**config.mk**
```make
export PLATFORM = sky130hd
export DESIGN_NAME = issue_scoreboard
export DESIGN_NICKNAME = d
export VERILOG_FILES = /design/src/rtl/issue_pkg.sv /design/src/rtl/wb_resv_shift.sv /design/src/rtl/issue_scoreboard.sv
export SDC_FILE = /design/constraint.sdc
export NUM_CORES = 1
export LEC_CHECK = 0
export BUFFER_PORTS_ARGS = -buffer_cell sky130_fd_sc_hd__buf_2
export CORE_ASPECT_RATIO = 1.4
export CORE_UTILIZATION = 62
export CTS_CLUSTER_SIZE = 10
export DETAILED_ROUTE_END_ITERATION = 8
export MAX_ROUTING_LAYER = met4
export PLACE_DENSITY = 0.84
export SLEW_MARGIN = 25
export SYNTH_ARGS = -nofsm -noshare
export SYNTH_HDL_FRONTEND = slang
export SYNTH_SLANG_ARGS = --single-unit
```
**constraint.sdc**
```tcl
create_clock -name clk -period 4.4 [get_ports clk]
set_input_delay 0.22 -clock clk [delete_from_list [all_inputs] [get_ports clk]]
set_output_delay 0.22 -clock clk [all_outputs]
set_load 0.005 [all_outputs]
```
**src/rtl/issue_pkg.sv**
```systemverilog
// Shared types and latency lookup for the issue scoreboard.
package issue_pkg;

    typedef enum logic [1:0] {
        UnitAlu  = 2'd0,
        UnitMem  = 2'd1,
        UnitFpu  = 2'd2,
        UnitFdiv = 2'd3
    } unit_e;

    typedef enum logic [1:0] {
        CauseNone   = 2'd0,
        CauseRaw    = 2'd1,
        CauseWaw    = 2'd2,
        CauseStruct = 2'd3
    } stall_cause_e;

    typedef struct packed {
        logic       valid;
        logic [5:0] rd;
        unit_e      unit;
    } wb_slot_t;

    function automatic int unsigned lat_of(input unit_e unit, input int unsigned lat_alu,
                                           input int unsigned lat_mem, input int unsigned lat_fpu,
                                           input int unsigned lat_fdiv);
        case (unit)
            UnitAlu: return lat_alu;
            UnitMem: return lat_mem;
            UnitFpu: return lat_fpu;
            default: return lat_fdiv;
        endcase
    endfunction

endpackage

```
**src/rtl/wb_resv_shift.sv**
```systemverilog
// Write-back reservation window: shifts toward slot 0 every cycle and inserts
// a new reservation at the issuing unit's latency minus one.
module wb_resv_shift
    import issue_pkg::*;
#(
    parameter int unsigned WB_DEPTH = 8,
    parameter int unsigned IdxW     = $clog2(WB_DEPTH + 1)
) (
    input  logic                clk,
    input  logic                rst,
    input  logic                ins_en,
    input  logic [IdxW-1:0]     ins_idx,
    input  wb_slot_t            ins_slot,
    output wb_slot_t            head,
    output logic [WB_DEPTH:0]   slot_valid
);

    wb_slot_t slot_q [WB_DEPTH];
    wb_slot_t slot_d [WB_DEPTH];
    // One extra always-empty slot on top keeps the shift and lookups uniform.
    wb_slot_t slot_ext [WB_DEPTH+1];

    always_comb begin
        for (int i = 0; i < WB_DEPTH; i++) begin
            slot_ext[i] = slot_q[i];
        end
        slot_ext[WB_DEPTH] = '0;
    end

    always_comb begin
        for (int i = 0; i < WB_DEPTH; i++) begin
            slot_d[i] = slot_ext[i+1];
            if (ins_en && (IdxW'(i) == ins_idx)) begin
                slot_d[i] = ins_slot;
            end
        end
    end

    always_comb begin
        for (int i = 0; i <= WB_DEPTH; i++) begin
            slot_valid[i] = slot_ext[i].valid;
        end
    end

    assign head = slot_q[0];

    always_ff @(posedge clk) begin
        for (int i = 0; i < WB_DEPTH; i++) begin
            if (rst) begin
                slot_q[i] <= '0;
            end else begin
                slot_q[i] <= slot_d[i];
            end
        end
    end

endmodule

```
**src/rtl/issue_scoreboard.sv**
```systemverilog
// Issue-stage scoreboard: RAW/WAW/structural hazard check, busy tracking and
// write-port scheduling for ALU, MEM, FPU and FDIV results.
module issue_scoreboard
    import issue_pkg::*;
#(
    parameter int unsigned WB_DEPTH = 8,
    parameter int unsigned LAT_ALU  = 1,
    parameter int unsigned LAT_MEM  = 2,
    parameter int unsigned LAT_FPU  = 4,
    parameter int unsigned LAT_FDIV = 8
) (
    input  logic        clk,
    input  logic        rst,
    input  logic        flush,
    input  logic        iss_valid,
    input  logic [5:0]  iss_rs1,
    input  logic [5:0]  iss_rs2,
    input  logic        iss_rs1_used,
    input  logic        iss_rs2_used,
    input  logic [6:0]  iss_rd,
    input  logic [1:0]  iss_unit,
    output logic        iss_fire,
    output logic        iss_stall,
    output logic [1:0]  stall_cause,
    output logic        wb_valid,
    output logic [5:0]  wb_rd,
    output logic [1:0]  wb_unit,
    output logic [63:0] busy_vec
);

    localparam int unsigned IdxW = $clog2(WB_DEPTH + 1);
    localparam int unsigned CntW = $clog2(LAT_FDIV + 1);

    unit_e           unit;
    logic [IdxW-1:0] lat;
    logic [5:0]      rd;
    logic            rd_eff;
    wb_slot_t        head;
    wb_slot_t        ins_slot;
    logic [WB_DEPTH:0] slot_valid;
    logic [63:0]     busy_q, busy_d;
    logic [CntW-1:0] fdiv_cnt_q, fdiv_cnt_d;
    logic            raw, waw, port_conf, unit_conf, hazard;
    stall_cause_e    cause;

    assign unit   = unit_e'(iss_unit);
    assign lat    = IdxW'(lat_of(unit, LAT_ALU, LAT_MEM, LAT_FPU, LAT_FDIV));
    assign rd     = iss_rd[5:0];
    assign rd_eff = iss_rd[6] & (rd != 6'd0);

    // A register retiring this cycle is forwarded, so it does not block issue.
    assign raw = (iss_rs1_used & busy_q[iss_rs1] & ~(head.valid & (head.rd == iss_rs1)))
               | (iss_rs2_used & busy_q[iss_rs2] & ~(head.valid & (head.rd == iss_rs2)));
    assign waw       = rd_eff & busy_q[rd] & ~(head.valid & (head.rd == rd));
    assign port_conf = rd_eff & slot_valid[lat];
    assign unit_conf = (unit == UnitFdiv) & (fdiv_cnt_q != '0);
    assign hazard    = raw | waw | port_conf | unit_conf;

    assign iss_fire  = iss_valid & ~flush & ~rst & ~hazard;
    assign iss_stall = iss_valid & ~flush & ~iss_fire;

    always_comb begin
        cause = CauseNone;
        if (iss_stall) begin
            if (raw) begin
                cause = CauseRaw;
            end else if (waw) begin
                cause = CauseWaw;
            end else if (port_conf || unit_conf) begin
                cause = CauseStruct;
            end
        end
    end
    assign stall_cause = cause;

    assign ins_slot = '{valid: 1'b1, rd: rd, unit: unit};

    wb_resv_shift #(
        .WB_DEPTH (WB_DEPTH),
        .IdxW     (IdxW)
    ) u_resv (
        .clk        (clk),
        .rst        (rst),
        .ins_en     (iss_fire & rd_eff),
        .ins_idx    (lat - IdxW'(1)),
        .ins_slot   (ins_slot),
        .head       (head),
        .slot_valid (slot_valid)
    );

    assign wb_valid = head.valid;
    assign wb_rd    = head.rd;
    assign wb_unit  = head.unit;
    assign busy_vec = busy_q;

    // Clear before set so a same-edge set on the retiring register wins.
    always_comb begin
        busy_d = busy_q;
        if (head.valid) begin
            busy_d[head.rd] = 1'b0;
        end
        if (iss_fire && rd_eff) begin
            busy_d[rd] = 1'b1;
        end
    end

    always_comb begin
        fdiv_cnt_d = fdiv_cnt_q;
        if (iss_fire && (unit == UnitFdiv)) begin
            fdiv_cnt_d = CntW'(LAT_FDIV - 1);
        end else if (fdiv_cnt_q != '0) begin
            fdiv_cnt_d = fdiv_cnt_q - CntW'(1);
        end
    end

    always_ff @(posedge clk) begin
        if (rst) begin
            busy_q     <= '0;
            fdiv_cnt_q <= '0;
        end else begin
            busy_q     <= busy_d;
            fdiv_cnt_q <= fdiv_cnt_d;
        end
    end

endmodule

```
==> results of run 1 <==
==> synthesized netlist by cell type (3+ instances only) <==
cell type	number
dfxtp_1	140
nand2_1	77
mux2i_1	71
nor2b_1	48
o211ai_1	43
clkbuf_1	39
nand3_1	39
o31ai_1	32
o41ai_1	21
buf_2	20
mux4_2	19
nor2_1	19
nor3_1	14
inv_1	12
a21oi_1	11
buf_4	11
o41ai_2	11
xnor2_1	11
and3_1	9
mux2_2	9
nand4_1	9
xor2_1	9
buf_1	8
nand3b_1	6
or2_2	6
a22oi_1	5
a31oi_1	5
buf_6	5
nand2b_1	5
nor3b_1	5
o22ai_1	5
or3_1	5
nand4b_1	4
a2111oi_0	3
a221oi_1	3
o21a_1	3
==> metrics by stage <==
step	power (uW)	std cells	utilization	area (um2)
2_1_floorplan	1570	781	-	7470
3_3_place_gp	1630	956	0.666	7840
3_5_place_dp	1640	956	0.666	7840
4_1_cts	3060	987	0.716	8420
5_1_grt	3160	987	0.716	8420
6_report	3070	987	0.716	8420
==> critical path, delay by kind of cell (launching register included) <==
family          cells  cell delay [ps]
simple gates        4             1320
flops               1              990
compound gates      2              560
xor+xnor            1              200
buf+inv             1              130
==> cell families (layout without fill, tap and decap cells) <==
group / count (synthesis) / count (layout)
xor gates and xnor gates: 20 / 20
AOI/OAI and AO/OA: 166 / 166
adders and majority gates: 2 / 2
buffers and inverters: 95 / 154
and+or+nand+nor: 257 / 257
muxes: 101 / 101
DFF: 140 / 140
==> power breakdown <==
part / internal, uW / switching [uW] / leakage (uW)
Combinational: 112 / 211 / 0.00202
Sequential: 1290 / 13.4 / 0.00113
Clock: 845 / 606 / 0.000279
==> registers in the layout, indices dropped and copies added (netlist names) <==
name	flops
fdiv_cnt_q	4
busy_vec	64
u_resv.slot_q	72
==> area by class of cell <==
cell class | instances | area [um2] | share of cell area
tap | 147 | 184 | 0.0218
clock inverter | 14 | 160 | 0.0190
clock buffer | 17 | 425 | 0.0505
sequential | 140 | 2800 | 0.333
timing repair buffer | 111 | 588 | 0.0698
multi-input combinational | 546 | 4220 | 0.501
inverter | 12 | 45.0 | 0.00535
==> cell usage in the layout (no fill, tap or decap), drive strengths merged, types with 3 or more instances in the layout <==
| master | count |
|---|---|
| nand4 | 10 |
| nor3b | 5 |
| or3 | 5 |
| clkinv | 3 |
| inv | 18 |
| o211ai | 43 |
| mux4 | 19 |
| a31oi | 5 |
| a21oi | 11 |
| a22oi | 5 |
| nand2 | 77 |
| xnor2 | 11 |
| nand3b | 7 |
| a2111oi | 3 |
| clkbuf | 17 |
| o31ai | 33 |
| o41ai | 32 |
| o21a | 3 |
| mux2 | 11 |
| clkinvlp | 3 |
| buf | 111 |
| mux2i | 71 |
| nor3 | 14 |
| xor2 | 9 |
| nand4b | 4 |
| nand3 | 39 |
| nor2 | 19 |
| o22ai | 5 |
| dfxtp | 140 |
| or2 | 6 |
| and3 | 9 |
| nor2b | 49 |
| a221oi | 4 |
| nand2b | 5 |
==> worst paths after layout <==
check                       start              endpoint  slack, ps  depth (start not counted)
max           u_resv.slot_q[0][5]             iss_stall        540                          8
min                     iss_rd[4]  u_resv.slot_q[1][33]        160                          3
max reg2reg   u_resv.slot_q[0][5]          busy_vec[39]        820                          8
min reg2reg  u_resv.slot_q[1][16]   u_resv.slot_q[1][7]        440                          1
==> metal layers <==
metal,GRT usage,wire [um],share of wire,vias up
met5,-,0,0,-
met4,0.274,1740,0.070,0
met3,0.0928,2430,0.097,124
met2,0.652,12000,0.48,491
met1,0.486,8820,0.35,3254
li1,-,-,-,3001
==> metrics.txt, run 1 <==
status=finished clean; Avg Inst Size Synth=9.57 um2; WP data arrival=3640 ps; VDD IR-drop max=0.241 mV; endpoints failing setup=0; Crit-path slowest cell=dfxtp_1; post-synthesis async set-or-reset flop share=0; Fillers=895; CP max stage delay=roughly 1000 ps; Max-Slew Margin vs Limit=0.317; crit path cell chain=xnor2_1 -> nand4_1 -> o41a_1 -> o311ai_1 -> nand4_2 -> nand3b_4 -> and2_1 -> buf_2; first-pass GRT wire length=between 30000 and 40000 um; die height=roughly 130 um; synth unique cells=around 70; YS warnings=0; ys flop type=dfxtp_1; Inserted Clock Buffers=17; Final Hold Fails=0; Rows=between 40 and 50; final worst setup slack=539 ps; hold-fix buffers at CTS=0; synth-to-layout area growth=12.7%; Post-synth EDFFs=0; worst hold slack=around 160 ps; routability cong.=a little over 1; cell taking the most area after synthesis=dfxtp_1; Resized Gates After CTS=0; post-synthesis sequential area ratio=0.375; RSZ-0062 raised after global routing=false; skew final=~9.6 ps; total track usage=0.422; Post-route DRC=0; Syn Nets=810; adder-cell share of the synthesized area=0.00335; initial core utilization=0.635; H-tree Lvls=4; Post-CTS Setup Bufs=0; max-slew violations=0; die area=between 10000 and 15000 um2; Iteration-0 DRC Markers=750; drt via density=6.96; CTS tree=yes; Worst Setup End Kind=primary output; max-cap violation count=0; detailed-route wire length=~25000 um; complex-gate fraction of the synthesized area=0.184; worst-case clock buffer depth=2; leakage power=0.00343 uW; min cycle time layout=a little under 4000 ps; 1st-pass router iterations=8; antenna cells=0; setup TNS=0 ps; DP Worst Slack=722 ps; Critical Path RT=approximately 4200 ps; Least-Margin Pin Slew=1020 ps; largest family of logic cells by synthesized area=compound AO/OA/AOI/OAI gates; Mapped Area=7470 um2; Final nets=857; DP HPWL=17000 um; DIE WIDTH=94.8 um; fraction of layout cells with a size suffix above 1=0.233; Synth Area in XOR/XNOR=0.0234; clock sink total=140; WS Path Type=reg2out; CTS clock-pin slew for the worst setup and hold paths=~60 ps; top-area cell type share of the netlist area=0.375; residual overflow from global routing=0; vias in the first global route=6772; Hold Crit Class=in2reg; core area=~12000 um2; crit-path max FO=47; IO Pins=around 100; CP startpoint kind=register; PD cells=between 300 and 400 nW/um2; WL/cell=about 25 um; largest net degree at the start of global routing=53; fmax=0.259 GHz; Seq cells post-synth=140; I/O Buffers=103; post-synthesis simple-gate area fraction=0.183; ranking of synthesized cells by area=dfxtp_1 38%, mux2i_1 9.5%, mux4_2 5.7%; via count=6870; antenna violations before repair=0; Clk Tree Root Cell=clkbuf_16; Final period util=0.878; post-synthesis cell count=around 780; post-synthesis mux area share=0.169; Antenna Violating Nets Remaining=0; later-pin clock latency in the skew report=420 ps
(Power assumes the default switching activity.)
==> inputs of run 2 (changes only) <==
--- a/config.mk
+++ b/config.mk
@@ -7,12 +7,14 @@
 export LEC_CHECK = 0
 export BUFFER_PORTS_ARGS = -buffer_cell sky130_fd_sc_hd__buf_2
 export CORE_ASPECT_RATIO = 1.4
-export CORE_UTILIZATION = 62
+export CORE_UTILIZATION = 54
 export CTS_CLUSTER_SIZE = 10
 export DETAILED_ROUTE_END_ITERATION = 8
+export GPL_ROUTABILITY_DRIVEN = 0
 export MAX_ROUTING_LAYER = met4
-export PLACE_DENSITY = 0.84
+export PLACE_DENSITY = 0.77
 export SLEW_MARGIN = 25
 export SYNTH_ARGS = -nofsm -noshare
 export SYNTH_HDL_FRONTEND = slang
+export SYNTH_HIERARCHICAL = 1
 export SYNTH_SLANG_ARGS = --single-unit
==> constraint.sdc (replaced) <==
create_clock -name clk -period 3.25 [get_ports clk]
set_input_delay 0.1625 -clock clk [delete_from_list [all_inputs] [get_ports clk]]
set_output_delay 0.1625 -clock clk [all_outputs]
set_load 0.005 [all_outputs]
==> run 2 against run 1 <==
  * Wire length grew 13%
  * Register-to-register slack lost 670 ps
  * Final area grew 19%
  * Global-route usage shrank 5.7 points
  * Total power grew 37%
  * Via count grew 16%
==> metrics.txt, run 2 <==
later-pin clock latency in the skew report=440 ps (was 420 ps); residual overflow from global routing=0 (unchanged); die area=16900 um2 (was 12500 um2); first-pass GRT wire length=44200 um (was 38200 um); crit-path max FO=32 (was 47); Critical Path RT=3090 ps (was 4180 ps); Inserted Clock Buffers=17 (unchanged); leakage power=0.00418 uW (was 0.00343 uW); Antenna Violating Nets Remaining=0 (unchanged); Top reg by flops=u_resv/slot_q (was u_resv.slot_q); VDD IR-drop max=0.372 mV (was 0.241 mV); IO Pins=104 (unchanged); Final nets=1009 (was 857); H-tree Lvls=4 (unchanged); commonest non-fill, non-tap cell in the layout=dfxtp_1 (unchanged); largest net degree at the start of global routing=67 (was 53); DP Worst Slack=70.8 ps (was 722 ps); core area=15700 um2 (was 11800 um2); vias in the first global route=7838 (was 6772); CTS clock-pin slew for the worst setup and hold paths=60 ps (about the same); clock network fraction of total power=0.437 (was 0.472); skew final=28.7 ps (was 9.56 ps); most frequent cells in the layout=139 x dfxtp_1, 103 x buf_2, 102 x mux2i_1 (was 140 x dfxtp_1, 103 x buf_2, 77 x nand2_1); Post-route DRC=0 (unchanged); Mapped Area=8820 um2 (was 7470 um2); synth-to-layout area growth=13.4% (was 12.7%); endpoints failing setup=0 (unchanged); WP data arrival=3030 ps (was 3640 ps); Rows=54 (was 47); die height=153 um (was 132 um); antenna violations before repair=0 (unchanged); worst-case reg-to-reg path depth=11 (was 8); combinational power share=0.145 (was 0.105); DIE WIDTH=110 um (was 94.8 um); RR Startpoint=busy_vec[31] (was u_resv.slot_q[0][5]); hold-fix buffers at CTS=0 (unchanged); YS warnings=6 (was 0); max-cap violation count=0 (unchanged); CTS tree=yes (unchanged); worst hold slack=63.9 ps (was 158 ps); WS Path Type=reg2out (unchanged); hold endpoint=u_resv/slot_q[1][27] (was u_resv.slot_q[1][33]); detailed-route wire length=28200 um (was 25000 um); Clk Tree Root Cell=clkbuf_16 (unchanged); I/O Buffers=103 (unchanged); terminus of the critical flop-to-flop path=u_resv/slot_q[0][27] (was busy_vec[39]); min-delay src=iss_unit[0] (was iss_rd[4]); fraction of layout cells with a size suffix above 1=0.295 (was 0.233); Pint=2990 uW (was 2240 uW); 1st-pass router iterations=5 (was 8); initial core utilization=0.560 (was 0.635); status=finished clean (unchanged); WL/cell=23.7 um (was 25.3 um); fmax=about 0.31 GHz; total track usage=0.365 (was 0.422); Avg Inst Size Synth=9.71 um2 (was 9.57 um2); Final period util=0.982; Hold Crit Class=in2reg (unchanged); reg-to-reg slack, setup=150 ps (was 820 ps); via count=7952 (was 6870); Iteration-0 DRC Markers=763 (was 750); Max-Slew Margin vs Limit=0.313 (was 0.317); worst-case clock buffer depth=2 (unchanged); Worst Setup End Kind=primary output (unchanged); Flop pwr share=0.418 (was 0.423); final worst setup slack=58.8 ps (was 539 ps); clock sink total=140 (unchanged); max reg flops=72 (unchanged); Least-Margin Pin Slew=1030 ps (was 1020 ps); post-synthesis cell count=908 (was 781); drt via density=6.69 (was 6.96); Sw Ratio=0.290 (was 0.270); Sw Pwr=1220 uW (was 830 uW); max-slew violations=0 (unchanged); PD cells=422 nW/um2 (was 365 nW/um2); DP HPWL=19800 um (was 17000 um); CP startpoint kind=register (unchanged); min cycle time layout=3190 ps; setup TNS=0 ps (unchanged); worst hold path depth=2 (was 3); Final Hold Fails=0 (unchanged); antenna cells=0 (unchanged); RSZ-0062 raised after global routing=true (was false)
-- run 2: changes by cell type in the layout (fill, tap and decap cells not counted), moves of 17 or more --
| cell | delta |
|---|---|
| o41ai_1 | -19 |
| nand2_1 | -17 |
| buf_4 | +32 |
| nor2b_1 | -34 |
| or3_1 | +61 |
| o31ai_2 | +62 |
| mux2i_1 | +31 |
| o31ai_1 | -31 |
| nand2b_1 | +74 |
-- run 2: how the worst max path moves through the flow --
stage	start	endpoint	slack, ps	depth (start not counted)
3_5_place_dp	iss_rs1[0]	u_resv/slot_q[0][19]	70	12
3_3_place_gp	iss_rs1[0]	u_resv/slot_q[0][35]	160	12
6_report	busy_vec[31]	iss_stall	60	9
5_1_grt	busy_vec[38]	iss_stall	-30	9
4_1_cts	busy_vec[61]	stall_cause[1]	20	9
2_1_floorplan	iss_rs2[2]	u_resv/slot_q[0][28]	170	15
-- run 2: worst max-delay path, cell delays in order, from the launching register on --
cell and delay, ps:
dfxtp_1 450, mux4_2 520, mux4_2 480, mux2i_1 140, nor3_1 90, nor2_4 160
nand4_4 120, buf_12 240, o31a_1 260, buf_2 130
-- run 2: through the flow --
| step | power [uW] | util | cells | cell area (um2) |
|---|---|---|---|---|
| 6_report | 4220 | 0.635 | 1188 | 10000 |
| 5_1_grt | 4380 | 0.635 | 1188 | 10000 |
| 4_1_cts | 4230 | 0.634 | 1188 | 9980 |
| 3_5_place_dp | 2390 | 0.599 | 1157 | 9430 |
| 3_3_place_gp | 2380 | 0.599 | 1157 | 9430 |
| 2_1_floorplan | 2230 | - | 910 | 8830 |
-- run 2: area by class of cell --
| cell class | instances | area [um2] |
|---|---|---|
| fillers | 1257 | 5740 |
| multi-input cells | 668 | 5480 |
| flip-flops and latches | 140 | 2800 |
| repair buffers | 146 | 888 |
| clock buffers | 19 | 453 |
| well taps | 196 | 245 |
| clock inverters | 12 | 103 |
| inverters | 7 | 26.3 |
-- run 2: power by group through the flow --
stage	sequential, uW	combinational [uW]	clock (uW)
after floorplan	1790	438	0
after global placement	1800	586	0
after detailed placement	1800	594	0
after CTS	1760	596	1870
after global routing	1770	652	1960
final	1760	610	1840
-- run 2: timing repair --
action / in CTS / in global routing
setup buffers: 0 / 0
endpoints found under the hold margin: 0 / 0
resized for setup: 0 / 5
setup endpoints to repair: 0 / 5
-- run 2: layer usage --
layer | GRT usage | wire [um] | up-vias
met1 | 0.399 | 9820 | 3790
met5 | - | 0 | -
met4 | 0.237 | 2130 | 0
li1 | - | - | 3475
met2 | 0.550 | 13100 | 520
met3 | 0.132 | 3090 | 167
